--- config.mk ---
export PLATFORM = sky130hd
export DESIGN_NAME = key_debounce_pulse
export DESIGN_NICKNAME = d
export VERILOG_FILES = /design/src/rtl/key_debounce_pkg.sv /design/src/rtl/key_debounce_chan.sv /design/src/rtl/key_debounce_pulse.sv
export SDC_FILE = /design/constraint.sdc
export NUM_CORES = 1
export LEC_CHECK = 0
export CAP_MARGIN = 20
export CORE_ASPECT_RATIO = 1.4
export CORE_MARGIN = 8
export CORE_UTILIZATION = 60
export DETAILED_ROUTE_END_ITERATION = 8
export DONT_BUFFER_PORTS = 1
export HOLD_SLACK_MARGIN = 0.1
export PLACE_DENSITY_LB_ADDON = 0.1
export SLEW_MARGIN = 20
export SYNTH_ARGS = -nofsm -noshare
export SYNTH_HDL_FRONTEND = slang
export SYNTH_SLANG_ARGS = --single-unit
--- constraint.sdc ---
create_clock -name clk -period 3.4 [get_ports clk]
set_clock_uncertainty 0.05 [all_clocks]
set_input_delay 0.68 -clock clk [delete_from_list [all_inputs] [get_ports clk]]
set_output_delay 0.68 -clock clk [all_outputs]
set_load 0.02 [all_outputs]
--- src/rtl/key_debounce_pkg.sv ---
// key_debounce_pkg: shared state encoding, key polarity constants and counter sizing for the key debouncer.
package key_debounce_pkg;

    typedef enum logic [1:0] {
        IDLE,
        PRESS_WAIT,
        HELD,
        RELEASE_WAIT
    } key_state_t;

    localparam logic KEY_PRESSED  = 1'b1;
    localparam logic KEY_RELEASED = 1'b0;

    function automatic int cnt_width(input int n);
        return (n > 1) ? $clog2(n) : 1;
    endfunction

endpackage

--- src/rtl/key_debounce_chan.sv ---
// key_debounce_chan: one key channel: synchroniser, stability filter FSM, registered level and strobes.
// Define KEY_AUTOREPEAT_EN to add hold-to-repeat press strobes.
module key_debounce_chan
    import key_debounce_pkg::*;
#(
    parameter int DEBOUNCE_CYCLES = 1000000,
    parameter int REPEAT_DELAY    = 25000000,
    parameter int REPEAT_PERIOD   = 5000000
) (
    input  logic clk,
    input  logic reset,
    input  logic key_n,
    output logic key_level,
    output logic press_pulse,
    output logic release_pulse
);

    localparam int CW = cnt_width(DEBOUNCE_CYCLES);
    localparam logic [CW-1:0] CNT_LAST = CW'(DEBOUNCE_CYCLES - 1);

    if (DEBOUNCE_CYCLES < 2 || REPEAT_DELAY < 1 || REPEAT_PERIOD < 1) begin : g_bad_params
        $error("key_debounce_chan: illegal parameter values");
    end

    logic [1:0]    sync;
    logic          s;
    key_state_t    state, state_d;
    logic [CW-1:0] cnt, cnt_d;
    logic          level_d, press_d, release_d, accept, rep_fire;

    assign s      = sync[1];
    assign accept = (state == PRESS_WAIT) && (state_d == HELD);

    always_ff @(posedge clk) begin
        if (reset) begin
            sync          <= {KEY_RELEASED, KEY_RELEASED};
            state         <= IDLE;
            cnt           <= '0;
            key_level     <= 1'b0;
            press_pulse   <= 1'b0;
            release_pulse <= 1'b0;
        end else begin
            sync          <= {sync[0], ~key_n};
            state         <= state_d;
            cnt           <= cnt_d;
            key_level     <= level_d;
            press_pulse   <= press_d;
            release_pulse <= release_d;
        end
    end

    // The counter only advances while waiting in place, so every state entry starts it at zero.
    always_comb begin
        state_d = state;
        unique case (state)
            IDLE:         state_d = (s == KEY_PRESSED) ? PRESS_WAIT : IDLE;
            PRESS_WAIT:   state_d = (s == KEY_RELEASED) ? IDLE : (cnt == CNT_LAST) ? HELD : PRESS_WAIT;
            HELD:         state_d = (s == KEY_RELEASED) ? RELEASE_WAIT : HELD;
            RELEASE_WAIT: state_d = (s == KEY_PRESSED) ? HELD : (cnt == CNT_LAST) ? IDLE : RELEASE_WAIT;
        endcase
        cnt_d = ((state_d == state) && (state == PRESS_WAIT || state == RELEASE_WAIT)) ? cnt + 1'b1 : '0;
    end

    always_comb begin
        level_d   = (state_d == HELD) || (state_d == RELEASE_WAIT);
        press_d   = accept || rep_fire;
        release_d = (state == RELEASE_WAIT) && (state_d == IDLE);
    end

`ifdef KEY_AUTOREPEAT_EN
    localparam int RMAX = (REPEAT_DELAY > REPEAT_PERIOD) ? REPEAT_DELAY : REPEAT_PERIOD;
    localparam int RCW  = cnt_width(RMAX);

    logic [RCW-1:0] rep_cnt;

    // Counts down to the next repeat; only cycles spent in HELD move it, so RELEASE_WAIT freezes it.
    always_ff @(posedge clk) begin
        if (reset)
            rep_cnt <= '0;
        else if (accept)
            rep_cnt <= RCW'(REPEAT_DELAY - 1);
        else if (state == HELD)
            rep_cnt <= rep_fire ? RCW'(REPEAT_PERIOD - 1) : rep_cnt - 1'b1;
    end

    assign rep_fire = (state == HELD) && (rep_cnt == '0);
`else
    assign rep_fire = 1'b0;
`endif

endmodule

--- src/rtl/key_debounce_pulse.sv ---
// key_debounce_pulse: debounces NUM_KEYS active-low pushbuttons into levels and single-cycle strobes.
// Define KEY_AUTOREPEAT_EN to enable hold-to-repeat press strobes.
module key_debounce_pulse #(
    parameter int NUM_KEYS        = 4,
    parameter int DEBOUNCE_CYCLES = 1000000,
    parameter int REPEAT_DELAY    = 25000000,
    parameter int REPEAT_PERIOD   = 5000000
) (
    input  logic                clk,
    input  logic                reset,
    input  logic [NUM_KEYS-1:0] key_n,
    output logic [NUM_KEYS-1:0] key_level,
    output logic [NUM_KEYS-1:0] press_pulse,
    output logic [NUM_KEYS-1:0] release_pulse
);

    genvar i;
    for (i = 0; i < NUM_KEYS; i++) begin : g_chan
        key_debounce_chan #(
            .DEBOUNCE_CYCLES(DEBOUNCE_CYCLES),
            .REPEAT_DELAY   (REPEAT_DELAY),
            .REPEAT_PERIOD  (REPEAT_PERIOD)
        ) u_chan (
            .clk          (clk),
            .reset        (reset),
            .key_n        (key_n[i]),
            .key_level    (key_level[i]),
            .press_pulse  (press_pulse[i]),
            .release_pulse(release_pulse[i])
        );
    end

endmodule

==> results of run 1 <==
[flip-flops by register name, indices dropped and copies added, names as in the netlist]
register                     cells
g_chan.u_chan.release_pulse      4
g_chan.u_chan.sync               8
g_chan.u_chan.key_level          4
g_chan.u_chan.press_pulse        4
g_chan.u_chan.state              8
g_chan.u_chan.cnt               80
[kinds of logic after synthesis]
kind of cell / count (synthesis) / synth area share, %
compound gates: 65 / 8.482
xor+xnor: 51 / 9.643
fa+ha+maj: 4 / 1.081
buf+inv: 51 / 5.700
flops: 108 / 46.68
simple gates: 242 / 28.42
[per-stage QoR]
stage | instance area [sq um] | setup WS (ns) | std cells
3_3_place_gp | 4576 | 1.003 | 590
5_1_grt | 4753 | 0.8124 | 606
4_1_cts | 4753 | 0.9399 | 606
3_5_place_dp | 4576 | 0.9462 | 590
2_1_floorplan | 4632 | 1.481 | 521
6_report | 4753 | 0.9450 | 606
[report_power, final]
group / switching, uW / total, uW / leakage [uW] / internal, uW
clock network: 424 / 707 / 0.0000803 / 284
logic: 5.13 / 9.46 / 0.000440 / 4.33
registers: 3.23 / 1270 / 0.000871 / 1270
[layout make-up]
type,instances,area [sq um]
clock buffer,10,137.6
clock inverter,6,40.04
fill,679,2854
inverter,18,67.56
multi-input combinational,362,2206
sequential,108,2162
tap,100,125.1
timing repair buffer,2,15.01
[routing by layer]
layer	vias to the layer above	part of all wire, %	routed length [um]
met4	0	1.7	138
met5	-	0	0
met1	1660	47	3840
met3	13	3.0	246
met2	38	49	4014
li1	1783	-	-
[cells in the final DEF (no fill, tap or decap), types with 4 or more instances in the layout]
cell        netlist  final
and4_1            8      8
nand4_1          24     24
o21ai_0          15     13
nor4_1            9      9
or3_1            13     13
nand2_1          24     24
nor2b_1           5      5
inv_1            18     18
o31ai_1          12     12
and2_1            5      5
or4_1            14     14
dfxtp_1         108    108
nand3_1          30     30
clkinvlp_4        0      4
xor2_1           26     26
nor2_1           69     69
and3_1            9      9
clkbuf_8          0     10
xnor2_1          25     25
ha_1              4      4
nor3_1            9      9
nor4b_1           6      6
a21oi_1          29     29
nand2b_1          6      6
[worst paths after layout]
| kind | start | to | depth (start not counted) |
|---|---|---|---|
| max | g_chan[0].u_chan.cnt[7] | g_chan[0].u_chan.cnt[19] | 4 |
| min | reset | g_chan[1].u_chan.state[1] | 1 |
| max reg2reg | g_chan[0].u_chan.cnt[7] | g_chan[0].u_chan.cnt[19] | 4 |
| min reg2reg | g_chan[2].u_chan.sync[0] | g_chan[2].u_chan.sync[1] | 1 |
[critical path, delay by kind of cell (launching register included)]
family             cells  cell delay (ns)
DFF                    1             0.37
and+or+nand+nor        2             1.09
AOI/OAI and AO/OA      2             0.81
==> metrics.yaml, run 1 <==
routabilityCongestion: 0.8394
yosysMostFrequentCell: "dfxtp_1"
coreArea_sq_um: 7607
reg2reg_slack_ns: 0.95
synth_ff_type: "dfxtp_1"
num_vias: 3494
async_flop_share_pct: 0
met2_usage_pct: 26.73
cts_sinks: 108
drc_errors: 0
portBuffers: 0
setup_tns_ns: 0
syn_avg_cell_area_sq_um: 8.890
ys_top_cells_by_count: "dfxtp_1, nor2_1, nand3_1"
firstDrtPassIters: 4
grt_pass1_wl_um: 14190
placement_rows: 38
die_height_um: 120.0
ant_nets: 0
postCtsHoldBufs: 0
worstMarginPinSlew_ns: 0.8345
cpPeakStageDelay_ns: 0.69
power_density_nw_per_um2: 418.6
worstPathArrival_ns: 2.61
fin_util_pct: 62.48
slew_viol_final: 0
diodes: 0
p_leak_uw: 0.001392
period_needed_ns: 2.455
synthTopCellsByArea: "dfxtp_1, nor2_1, xor2_1"
antenna_found_initial: 0
max_cap_viol_count: 0
met3_usage_pct: 3.688
cts_setup_buffers: 0
grt_max_degree: 29
crit_top_cell: "or4_1"
synth_edf_count: 0
overflow: 0
gr-max-usage-layer: "met2"
vdd_drop_max_mv: 0.3226
grt_usage_pct: 15.38
cts_buffer_depth: 2
setup_viol: 0
cts_root_buf: "clkbuf_8"
hold_viol: 0
fin_hold_ws_ns: 0.3213
final_layout_size_suffix_gt1_share_pct: 4.941
worst-endpoint-required_ns: 3.56
crit_fanout: 20
syn_inst: 521
fmax_mhz: 407.3
grt_setup_unrepaired: "false"
ios: 18
ys_types: 41
start_kind: "flop"
path_clk_slew_ns: 0.10
first_iter_violations: 128
die_area_sq_um: 10830
syn_nets: 531
cts_tree: "yes"
cts.repair.resized: 0
initial_core_util_pct: 60.89
synthToLayoutAreaGrowth_pct: 2.620
cts-htree-levels: 3
insertion_delay_ns: 0.36
yosysSeqAreaShare_pct: 46.68
vias_per_cell: 5.766
finalNetCount: 511
die_w_um: 90.26
slowest_stage: "o211ai_2"
ys_ff_latch: 108
grt_pass1_vias: 3306
min-delay-path-class: "in2reg"
gr-usage-met1_pct: 17.64
cts_made_buffers: 9
drt_wl_total_um: 8239
dp_hpwl_um: 5748
routedWlPerCell_um: 13.60
period_share_pct: 72.21
path_cells: "or4_1 -> or4_1 -> o211ai_2 -> a21oi_1"
path_class: "reg2reg"
yosysTopAreaCell: "dfxtp_1"
power_uw: 1990
status: "completed"
synth_area_sq_um: 4632
slew_headroom_pct: 44.20
yosysWarnings: 0
post-synth-top-area-fraction_pct: 46.68
setup.worst_path.end_class: "flop"
Note: power is estimated with default switching activity, not from simulation.
==> run 2, diff against run 1 <==
--- a/config.mk
+++ b/config.mk
@@ -8,7 +8,7 @@
 export CAP_MARGIN = 20
 export CORE_ASPECT_RATIO = 1.4
 export CORE_MARGIN = 8
-export CORE_UTILIZATION = 60
+export CORE_UTILIZATION = 57
 export DETAILED_ROUTE_END_ITERATION = 8
 export DONT_BUFFER_PORTS = 1
 export HOLD_SLACK_MARGIN = 0.1
==> constraint.sdc (replaced) <==
create_clock -name clk -period 2 [get_ports clk]
set_clock_uncertainty 0.05 [all_clocks]
set_input_delay 0.4 -clock clk [delete_from_list [all_inputs] [get_ports clk]]
set_output_delay 0.4 -clock clk [all_outputs]
set_load 0.02 [all_outputs]
==> run 2 against run 1 <==
Compared with the run above: highest routed layer unchanged; register-to-register slack got worse by 0.93 ns; first-iteration DRC count grew 23%; wire length up 6.2%.
==> metrics.yaml, run 2 (same netlist as run 1, synthesis figures left out) <==
status: "completed"
cpPeakStageDelay_ns: 0.54
cts_made_buffers: 9
insertion_delay_ns: 0.34
portBuffers: 0
slew_headroom_pct: 49.55
initial_core_util_pct: 57.53
cp_num_buf_inv: 1
stdcell_area_sq_um: 5255
path_cells: "or4_4 -> or4_4 -> o211ai_4 -> buf_12 -> a21oi_1"
ios: 18
power_density_nw_per_um2: 742.9
cts_root_buf: "clkbuf_16"
placement_rows: 39
setup_viol: 0
final_layout_size_suffix_gt1_share_pct: 12.27
hold_viol: 0
cts_sinks: 108
antenna_found_initial: 0
cts_buffer_depth: 2
die_w_um: 92.19
fin_util_pct: 65.27
num_vias: 3636
cts-htree-levels: 3
drt_wl_total_um: 8749
fin_hold_ws_ns: 0.2272
firstDrtPassIters: 4
start_kind: "flop"
crit_top_cell: "or4_4"
reg_top3: "g_chan.u_chan.cnt: 80 flops, g_chan.u_chan.state: 8 flops, g_chan.u_chan.sync: 8 flops"
largest_register_ffs: 80
worst-endpoint-required_ns: 2.17
p_leak_uw: 0.001654
die_area_sq_um: 11310
overflow: 0
setup_ws_ns: 0.01397
grt_pass1_wl_um: 15240
diodes: 0
slowest_stage: "or4_4"
layout_common_cells: "dfxtp_1, nor2_1, buf_4, nand3_1, a21oi_1"
synthToLayoutAreaGrowth_pct: 13.45
fmax_mhz: 503.5
nFillCells: 689
dp_hpwl_um: 6274
cts_tree: "yes"
grt_max_degree: 21
vdd_drop_max_mv: 0.4720
path_class: "reg2reg"
worstMarginPinSlew_ns: 0.7543
period_needed_ns: 1.986
slew_viol_final: 0
cp_top_family: "simple AND/OR/NAND/NOR gates"
period_share_pct: 99.30
drc_errors: 0
max_cap_viol_count: 0
path_clk_slew_ns: 0.07
place_ws_ns: -0.008115
coreArea_sq_um: 8051
routabilityCongestion: 0.8332
vias_per_cell: 5.611
setup.worst_path.end_class: "flop"
regMostFlops: "g_chan.u_chan.cnt"
worstPathArrival_ns: 2.16
grt_usage_pct: 16.44
finalNetCount: 552
ant_nets: 0
first_iter_violations: 157
grt_setup_unrepaired: "true"
crit_fanout: 20
layout_commonest_cell: "dfxtp_1"
die_height_um: 122.7
routedWlPerCell_um: 13.50
min-delay-path-class: "in2reg"
placed_area_sq_um: 4838
grt_pass1_vias: 3496
run 2: worst paths after layout:
check,startpoint,endpoint,slack (ns),cells after the start
worst max register to register,g_chan[0].u_chan.cnt[6],g_chan[0].u_chan.cnt[16],0.01,5
worst min-delay path,reset,g_chan[0].u_chan.state[0],0.23,2
worst max-delay path,g_chan[0].u_chan.cnt[6],g_chan[0].u_chan.cnt[16],0.01,5
worst min register to register,g_chan[1].u_chan.cnt[0],g_chan[1].u_chan.cnt[0],0.39,1
run 2: what timing repair did:
item | 4_1_cts | 5_1_grt
endpoints found under the setup margin | 19 | 53
hold buffers | 8 | 0
setup buffers | 0 | 0
endpoints found under the hold margin | 22 | 0
resized for setup | 2 | 11
pin swaps | 0 | 1
gates cloned | 0 | 0
run 2: metal layers:
layer / part of all wire [%] / global-route usage [%] / up-vias
met1: 44 / 18.23 / 1708
met2: 51 / 28.79 / 41
met3: 3.3 / 3.917 / 15
met4: 2.2 / 8.190 / 0
li1: - / - / 1872
met5: 0 / 0 / -
run 2: cell type report:
| class | instances | area [sq um] | area share, % |
|---|---|---|---|
| multi-input cells | 362 | 2251 | 42.83 |
| flip-flops and latches | 108 | 2165 | 41.19 |
| repair buffers | 43 | 355.3 | 6.762 |
| clock buffers | 14 | 284.0 | 5.405 |
| well taps | 102 | 127.6 | 2.429 |
| inverters | 18 | 67.56 | 1.286 |
| clock inverters | 1 | 5.005 | 0.09524 |
run 2: worst register-to-register path, stage by stage (launching register included):
cell and delay, ns:
dfxtp_2 0.32, or4_4 0.53, or4_4 0.54, o211ai_4 0.20, buf_12 0.17, a21oi_1 0.06
run 2: per-stage QoR:
stage	total power [uW]	TNS [ns]	instances
floorplan	2237	0	521
global placement	2231	0	625
detailed placement	2232	-0.01087	625
CTS	3948	0	648
global route	4050	-0.3350	648
finish	3904	0	648
run 2: power by group:
part           total, uW  switching [uW]  internal (uW)
Combinational       36.0            17.8           18.3
Sequential          2170            5.98           2160
Clock               1700             730            973
Total               3900             754           3150
==> run 3, diff against run 2 <==
--- a/config.mk
+++ b/config.mk
@@ -7,13 +7,12 @@
 export LEC_CHECK = 0
 export CAP_MARGIN = 20
 export CORE_ASPECT_RATIO = 1.4
-export CORE_MARGIN = 8
-export CORE_UTILIZATION = 57
+export CORE_UTILIZATION = 54
 export DETAILED_ROUTE_END_ITERATION = 8
-export DONT_BUFFER_PORTS = 1
 export HOLD_SLACK_MARGIN = 0.1
 export PLACE_DENSITY_LB_ADDON = 0.1
 export SLEW_MARGIN = 20
 export SYNTH_ARGS = -nofsm -noshare
 export SYNTH_HDL_FRONTEND = slang
+export SYNTH_HIERARCHICAL = 1
 export SYNTH_SLANG_ARGS = --single-unit
==> run 3 against run 2 <==
Compared with the run above: power rose by 1.9%; cell area rose by 2.8%; clock-buffer cell count fell by 5; setup slack improved by 0.10 ns; die area fell by 21%; register-to-register slack improved by 0.10 ns; synthesized cell count fell by 0.19%; area after synthesis fell by 0.27%; critical path depth rose by 1; sequential power barely moved; critical endpoint is now g_chan[0].u_chan/cnt[6]; largest power group unchanged.
==> metrics.yaml, run 3 <==
setup_viol: 0
grt_usage_pct: 21.06
cpPeakStageDelay_ns: 0.58
portBuffers: 17
status: "completed"
routedWlPerCell_um: 12.83
num_vias: 3711
cts.repair.resized: 0
r2r_cells: 6
syn_nets: 530
syn_inst: 520
place_ws_ns: 0.1111
fin_util_pct: 65.51
crit_cells: 6
grt_setup_unrepaired: "false"
period_needed_ns: 1.885
grt_pass1_vias: 3550
min-delay-path-class: "reg2reg"
synth_area_sq_um: 4619
slowest_stage: "or4_1"
drc_errors: 0
antenna_found_initial: 0
placed_cells: 659
cts_made_buffers: 9
hold_viol: 0
fmax_mhz: 530.4
regMostFlops: "g_chan.u_chan/cnt"
synth_edf_count: 0
timing.rr.end: "g_chan[0].u_chan/cnt[6]"
die_area_sq_um: 8934
ant_nets: 0
finalNetCount: 578
worstPathArrival_ns: 2.06
yosysSeqAreaShare_pct: 46.80
vias_per_cell: 5.498
max_cap_viol_count: 0
yosysWarnings: 6
coreArea_sq_um: 8247
reg2reg_slack_ns: 0.11
cp_top_family: "simple AND/OR/NAND/NOR gates"
cts_setup_buffers: 0
reg2reg_from: "g_chan[0].u_chan/cnt[0]"
cp_num_buf_inv: 1
power_density_nw_per_um2: 736.0
drt_wl_total_um: 8658
setup_tns_ns: 0
cts_tree: "yes"
cts-htree-levels: 3
setup.worst_path.end_class: "flop"
largest_register_ffs: 80
p_leak_uw: 0.001574
first_iter_violations: 170
path_clk_slew_ns: 0.07
syn_avg_cell_area_sq_um: 8.884
cts_sinks: 108
stdcell_area_sq_um: 5403
placement_rows: 39
min_to: "g_chan[1].u_chan/sync[1]"
ys_types: 27
grt_max_degree: 29
layout_common_cells: "dfxtp_1, nor2_1, xnor2_1, nand3_1, nor4_1"
period_share_pct: 94.27
ys_ff_latch: 108
reg_top3: "g_chan.u_chan/cnt: 80 flops, g_chan.u_chan/state: 8 flops, g_chan.u_chan/sync: 8 flops"
diodes: 0
overflow: 0
synthTopCellsByArea: "dfxtp_1, xnor2_1, nor2_1"
firstDrtPassIters: 4
vdd_drop_max_mv: 0.4649
path_class: "reg2reg"
grt_pass1_wl_um: 14930
worst_hold_path.num_cells: 1
placed_area_sq_um: 5087
routabilityCongestion: 0.7982
setup_ws_ns: 0.1146
crit_fanout: 20
dp_hpwl_um: 5996
slew_headroom_pct: 61.78
path_cells: "ha_2 -> nand3_1 -> or4_1 -> o211ai_2 -> buf_12 -> nor2_1"
die_w_um: 80.17
ys_top_cells_by_count: "dfxtp_1, nor2_1, xnor2_1"
worst-endpoint-required_ns: 2.18
synthToLayoutAreaGrowth_pct: 16.96
worstMarginPinSlew_ns: 0.5656
start_kind: "flop"
layout_commonest_cell: "dfxtp_1"
async_flop_share_pct: 0
synth_ff_type: "dfxtp_1"
cts_buffer_depth: 2
yosysTopAreaCell: "dfxtp_1"
yosysMostFrequentCell: "dfxtp_1"
initial_core_util_pct: 56.02
min_from: "g_chan[1].u_chan/sync[0]"
final_layout_size_suffix_gt1_share_pct: 10.47
cts_root_buf: "clkbuf_16"
ios: 18
stdcell_count: 675
insertion_delay_ns: 0.34
postCtsHoldBufs: 0
post-synth-top-area-fraction_pct: 46.80
slew_viol_final: 0
die_height_um: 111.4
==> run 3: power breakdown <==
group	internal, uW	leakage [uW]	switching, uW
sequential	2160	0.000871	5.87
combinational	20.0	0.000561	17.8
clock	977	0.000142	797
==> run 3: layout make-up <==
type                       count  area [sq um]
multi-input combinational    388          2321
timing repair buffer          45         430.4
clock buffer                   9         225.2
clock inverter                 7         76.32
tap                          102         127.6
fill                         700          2844
inverter                      16         60.06
sequential                   108          2162
==> run 3: metal layers <==
metal  up-vias  global-route usage [%]  share of wire [%]
li1       1936                       -                  -
met1      1713                   24.15                 46
met2        51                   37.38                 50
met3        11                   4.590                2.6
met4         0                   8.095                1.2
met5         -                       0                  0
==> run 3: stage by stage <==
stage | hold WS (ns) | power, uW
final | 0.3947 | 3976
after global routing | 0.4088 | 4110
after CTS | 0.3969 | 4022
after detailed placement | 0.3742 | 2252
after global placement | 0.3662 | 2251
after floorplan | 0.3638 | 2225
==> run 3: how the worst max path moves through the flow <==
stage	startpoint	endpoint	slack, ns
floorplan	g_chan[0].u_chan/cnt[0]	g_chan[0].u_chan/cnt[17]	0.20
global placement	g_chan[1].u_chan/cnt[0]	g_chan[1].u_chan/cnt[7]	0.15
detailed placement	g_chan[1].u_chan/cnt[0]	g_chan[1].u_chan/cnt[7]	0.11
CTS	g_chan[3].u_chan/cnt[0]	g_chan[3].u_chan/cnt[0]	0.06
global route	g_chan[1].u_chan/cnt[0]	g_chan[1].u_chan/cnt[8]	0.01
finish	g_chan[0].u_chan/cnt[0]	g_chan[0].u_chan/cnt[6]	0.11
==> run 3: worst register-to-register path: stages, from the launching register on <==
cell and delay [ns]:
dfxtp_1 0.35, ha_2 0.21, nand3_1 0.10, or4_1 0.58, o211ai_2 0.25, buf_12 0.18, nor2_1 0.06
==> run 3: kinds of logic (layout without fill, tap and decap cells) <==
kind of cell	Yosys count	after routing	synth area share (%)
XOR/XNOR	60	60	11.38
AND/OR/NAND/NOR	280	280	31.74
adder cells (fa/ha/maj)	4	4	1.083
buffers and inverters	24	77	3.250
flip-flops	108	108	46.80
AO/OA/AOI/OAI	44	44	5.742
